===== src/rtl/win_fetch_seq.sv =====
// Serial 3x3 neighbourhood fetch from a single-read-port image BRAM, one read per cycle.
// Define WIN_CENTER_EN to also fetch the centre pixel and expose it on o_pix_4.
module win_fetch_seq #(
  parameter int WIDTH  = 128,
  parameter int HEIGHT = 96,
  parameter int ADDR_W = 14
) (
  input  logic              i_clk,
  input  logic              i_rst,
  input  logic              i_req_valid,
  input  logic [9:0]        i_req_x,
  input  logic [9:0]        i_req_y,
  output logic              o_req_ready,
  output logic              o_mem_en,
  output logic [ADDR_W-1:0] o_mem_addr,
  input  logic [7:0]        i_mem_data,
  output logic              o_out_valid,
  input  logic              i_out_ready,
  output logic [7:0]        o_pix_0,
  output logic [7:0]        o_pix_1,
  output logic [7:0]        o_pix_2,
  output logic [7:0]        o_pix_3,
`ifdef WIN_CENTER_EN
  output logic [7:0]        o_pix_4,
`endif
  output logic [7:0]        o_pix_5,
  output logic [7:0]        o_pix_6,
  output logic [7:0]        o_pix_7,
  output logic [7:0]        o_pix_8,
  output logic              o_edge_flag
);

`ifdef WIN_CENTER_EN
  localparam int NREADS = 9;
`else
  localparam int NREADS = 8;
`endif
  localparam logic [9:0] X_LAST = 10'(WIDTH - 1);
  localparam logic [9:0] Y_LAST = 10'(HEIGHT - 1);

  typedef enum logic [1:0] {IDLE, FETCH, DRAIN, DONE} state_t;

  state_t            r_state;
  logic [3:0]        r_k;
  logic [9:0]        r_x;
  logic [9:0]        r_y;
  logic [7:0]        r_pix [NREADS];
  logic              r_out_valid;
  logic              r_edge_flag;

  logic [3:0]        w_n;
  logic [1:0]        w_dy;
  logic [1:0]        w_dx;
  logic [9:0]        w_row;
  logic [9:0]        w_col;
  logic [ADDR_W-1:0] w_addr;
  logic              w_border;
  logic              w_capture;
  logic [3:0]        w_slot;

  // Map read index k to neighbour number n; dy/dx are encoded 0/1/2 for -1/0/+1.
  always_comb begin
`ifdef WIN_CENTER_EN
    w_n = r_k;
`else
    w_n = (r_k >= 4'd4) ? r_k + 4'd1 : r_k;
`endif
    w_dy = 2'd2;
    w_dx = 2'd2;
    case (w_n)
      4'd0:    begin w_dy = 2'd0; w_dx = 2'd0; end
      4'd1:    begin w_dy = 2'd0; w_dx = 2'd1; end
      4'd2:    begin w_dy = 2'd0; w_dx = 2'd2; end
      4'd3:    begin w_dy = 2'd1; w_dx = 2'd0; end
      4'd4:    begin w_dy = 2'd1; w_dx = 2'd1; end
      4'd5:    begin w_dy = 2'd1; w_dx = 2'd2; end
      4'd6:    begin w_dy = 2'd2; w_dx = 2'd0; end
      4'd7:    begin w_dy = 2'd2; w_dx = 2'd1; end
      default: begin w_dy = 2'd2; w_dx = 2'd2; end
    endcase
  end

  assign w_row  = r_y + {8'd0, w_dy} - 10'd1;
  assign w_col  = r_x + {8'd0, w_dx} - 10'd1;
  assign w_addr = ADDR_W'(w_row) * ADDR_W'(WIDTH) + ADDR_W'(w_col);

  assign w_border = (i_req_x == '0) || (i_req_x >= X_LAST) ||
                    (i_req_y == '0) || (i_req_y >= Y_LAST);

  // Data returned this cycle belongs to the read issued one cycle earlier.
  assign w_capture = ((r_state == FETCH) && (r_k != '0)) || (r_state == DRAIN);
  assign w_slot    = r_k - 4'd1;

  assign o_req_ready = (r_state == IDLE) && !i_rst;
  assign o_mem_en    = (r_state == FETCH);
  assign o_mem_addr  = o_mem_en ? w_addr : '0;
  assign o_out_valid = r_out_valid;
  assign o_edge_flag = r_edge_flag;

  always_ff @(posedge i_clk or posedge i_rst) begin
    if (i_rst) begin
      r_state     <= IDLE;
      r_k         <= '0;
      r_x         <= '0;
      r_y         <= '0;
      r_out_valid <= 1'b0;
      r_edge_flag <= 1'b0;
      for (int i = 0; i < NREADS; i++) r_pix[i] <= '0;
    end else begin
      for (int i = 0; i < NREADS; i++) begin
        if (w_capture && (w_slot == 4'(i))) r_pix[i] <= i_mem_data;
      end
      case (r_state)
        IDLE: begin
          if (i_req_valid) begin
            r_x <= i_req_x;
            r_y <= i_req_y;
            r_k <= '0;
            if (w_border) begin
              r_state     <= DONE;
              r_edge_flag <= 1'b1;
              r_out_valid <= 1'b1;
              for (int i = 0; i < NREADS; i++) r_pix[i] <= '0;
            end else begin
              r_state     <= FETCH;
              r_edge_flag <= 1'b0;
            end
          end
        end
        FETCH: begin
          r_k <= r_k + 4'd1;
          if (r_k == 4'(NREADS - 1)) r_state <= DRAIN;
        end
        DRAIN: begin
          r_state     <= DONE;
          r_out_valid <= 1'b1;
        end
        DONE: begin
          if (i_out_ready) begin
            r_state     <= IDLE;
            r_out_valid <= 1'b0;
          end
        end
        default: r_state <= IDLE;
      endcase
    end
  end

  assign o_pix_0 = r_pix[0];
  assign o_pix_1 = r_pix[1];
  assign o_pix_2 = r_pix[2];
  assign o_pix_3 = r_pix[3];
`ifdef WIN_CENTER_EN
  assign o_pix_4 = r_pix[4];
  assign o_pix_5 = r_pix[5];
  assign o_pix_6 = r_pix[6];
  assign o_pix_7 = r_pix[7];
  assign o_pix_8 = r_pix[8];
`else
  assign o_pix_5 = r_pix[4];
  assign o_pix_6 = r_pix[5];
  assign o_pix_7 = r_pix[6];
  assign o_pix_8 = r_pix[7];
`endif

endmodule


===== config.mk =====
export PLATFORM = sky130hd
export DESIGN_NAME = win_fetch_seq
export DESIGN_NICKNAME = d
export VERILOG_FILES = /design/src/rtl/win_fetch_seq.sv
export SDC_FILE = /design/constraint.sdc
export NUM_CORES = 1
export LEC_CHECK = 0
export ABC_AREA = 1
export CORE_ASPECT_RATIO = 1.25
export CORE_MARGIN = 3
export CORE_UTILIZATION = 47
export DETAILED_ROUTE_END_ITERATION = 10
export MAX_ROUTING_LAYER = met4
export PLACE_DENSITY = 0.77
export SYNTH_ARGS = -nofsm -noshare
export SYNTH_HDL_FRONTEND = slang
export SYNTH_SLANG_ARGS = --single-unit

===== constraint.sdc =====
create_clock -name i_clk -period 5.3 [get_ports i_clk]
set_clock_uncertainty 0.15 [all_clocks]
set_input_delay 1.06 -clock i_clk [delete_from_list [all_inputs] [get_ports i_clk]]
set_output_delay 1.06 -clock i_clk [all_outputs]
set_load 0.05 [all_outputs]

==> impl_metrics.json <==
{
  "outcome": "finished, violations left",
  "violations": "negative setup slack",
  "drt-pass1-iter-count": 4,
  "cts_max_level": 3,
  "vias": 4951,
  "yosys.area.top_type": "dfrtp_1",
  "post-route-period-util_pct": 102,
  "antenna_found_initial": 0,
  "setup_violations": 3,
  "synthCells": 762,
  "vias_per_cell": 4.85,
  "yosys_most_used_dff": "dfrtp_1",
  "post-dp-hpwl_um": 9830,
  "place_ws_ns": 0.0184,
  "yosysMostFrequentCell": "nand2_1",
  "yosysWarnings": 0,
  "fin_util_pct": 65.3,
  "routabilityCongestion": 0.874,
  "fin_nets": 947,
  "die_w_um": 103,
  "cap_viol_max_count": 0,
  "start_kind": "register",
  "clk_path_buf_depth": 2,
  "grt_pass1_wl_um": 22700,
  "drc_errors": 0,
  "tightest_slew_ns": 0.746,
  "cts_root_buffer": "clkbuf_16",
  "fp.dieH_um": 127,
  "grt-ovfl-total": 0,
  "synthTopCellsByArea": "dfrtp_1, nand2_1, inv_1",
  "avgSynthCellArea_um2": 7.21,
  "rsz0062_at_grt": "yes",
  "top_register": "r_x",
  "synth_cell_types": 31,
  "start_util_pct": 48.9,
  "cts_tree": "yes",
  "largest_reg_flops": 10,
  "setup.worst_path.end_class": "output port",
  "clk_pin_slew_ns": 0.07,
  "crit_top_cell": "nand2_1",
  "track_usage_pct": 22.7,
  "synth_common_cells": "nand2_1, inv_1, dfrtp_1, o21ai_0, ha_1",
  "diodes": 0,
  "syn_nets": 828,
  "synth_edf_count": 0,
  "finalCriticalPeriod_ns": 5.38,
  "drive_above_1_share_pct": 12.4,
  "setup_slack_ns": -0.0842,
  "synth_top_area_share_pct": 40.5,
  "drt_iter0_markers": 241,
  "synthToLayoutAreaGrowth_pct": 33.5,
  "coreArea_um2": 11200,
  "fin_setup_tns_ns": -0.169,
  "syn_area_um2": 5500,
  "finalMaxSlewViolations": 0,
  "crit_path_max_fanout": 3,
  "required_ns": 4.09,
  "dieArea_um2": 13000,
  "maxSlewHeadroom_pct": 50.3,
  "max_freq_mhz": 186,
  "grt_max_degree": 60,
  "slowest_delay_ns": 0.44,
  "drt_wl_total_um": 14100,
  "slowest_stage": "dfrtp_2",
  "path_class": "register to output port",
  "rows": 43,
  "async_reset_ff_share_pct": 100,
  "grt_pass1_vias": 4672,
  "wire_per_inst_um": 13.8,
  "numCtsBuffers": 9,
  "port_buffers": 113,
  "hp-class": "register to register",
  "clkSinkCount": 89,
  "critPathArrivalTime_ns": 4.17,
  "detail-route-antenna-nets": 0,
  "seq_area_frac_synth_pct": 40.5,
  "synth_seq_cells": 89,
  "hold_viol": 0,
  "pin_count": 114,
  "clock_latency_ns": 0.35
}
[logic make-up (layout without fill, tap and decap cells)]
logic type / Yosys count / count (layout) / share of synthesized area (%)
flops: 89 / 89 / 40.5
simple gates: 414 / 414 / 32.6
buf+inv: 158 / 282 / 11.6
xor+xnor: 12 / 12 / 2.05
fa+ha+maj: 34 / 34 / 8.15
compound gates: 55 / 55 / 5.17
[final cells by class]
type	instances	area (um^2)
sequential	89	2230
clock buffer	9	225
clock inverter	7	71.3
multi-input combinational	515	2810
timing repair buffer	129	1320
inverter	137	515
tap	135	169
fill	943	3900
[cells in the final DEF, fill, tap and decap left out, drive strengths merged]
cell type and count:
nand2 345, o22ai 2, nand4 6, xor2 7, o21bai 1, clkinvlp 2
nor2 33, o21a 1, nand3b 2, clkdlybuf4s50 105, fa 3, nand3 26
or2 1, clkinv 3, ha 31, a21oi 17, a31oi 1, clkbuf 9
inv 139, nor3 1, buf 24, dfrtp 89, o21ai 33, xnor2 5
[metrics by stage]
| step | area, um^2 | hold slack, ns | std cells |
|---|---|---|---|
| final | 7340 | 0.335 | 1021 |
| after global routing | 7340 | 0.350 | 1021 |
| after detailed placement | 6840 | 0.308 | 999 |
| after global placement | 6840 | 0.308 | 999 |
| after floorplan | 5510 | 0.303 | 762 |
| after CTS | 7310 | 0.341 | 1020 |
[repair_timing]
action | CTS | global route
pin swaps | 20 | 11
endpoints found under the setup margin | 6 | 6
hold buffers | 0 | 0
setup buffers | 5 | 1
gates resized for setup | 34 | 5
[final timing paths]
path                            depth (start not counted)  slack (ns)  startpoint              to
worst max-delay path                                   25       -0.08      r_k[0]  o_mem_addr[13]
worst min-delay path                                    2        0.33      r_x[0]          r_x[0]
worst max register to register                         11        2.86  r_state[1]      o_pix_1[0]
worst min register to register                          2        0.33      r_x[0]          r_x[0]
max in group asynchronous                               3        2.87       i_rst          r_k[3]
min in group asynchronous                               2        0.95       i_rst          r_x[8]
[per-layer routing]
metal  GRT usage, %  vias up  wire, um  part of all wire, %
met5              -        -         0                    0
met4           7.70        0       320                  2.3
met3           2.59       23       785                  5.6
met2           38.9      163      7110                   50
met1           27.6     2252      5900                   42
li1               -     2513         -                    -
[worst max-delay path: cells and delay by family, from the launching register on]
kind	cells	cell delay, ns
compound gates	5	0.58
xor+xnor	1	0.13
fa+ha+maj	6	1.48
buf+inv	4	0.36
flops	1	0.44
simple gates	9	0.83
Power is not shown: default switching activity piles up to over one toggle a cycle in this logic, so the estimate is an artifact.
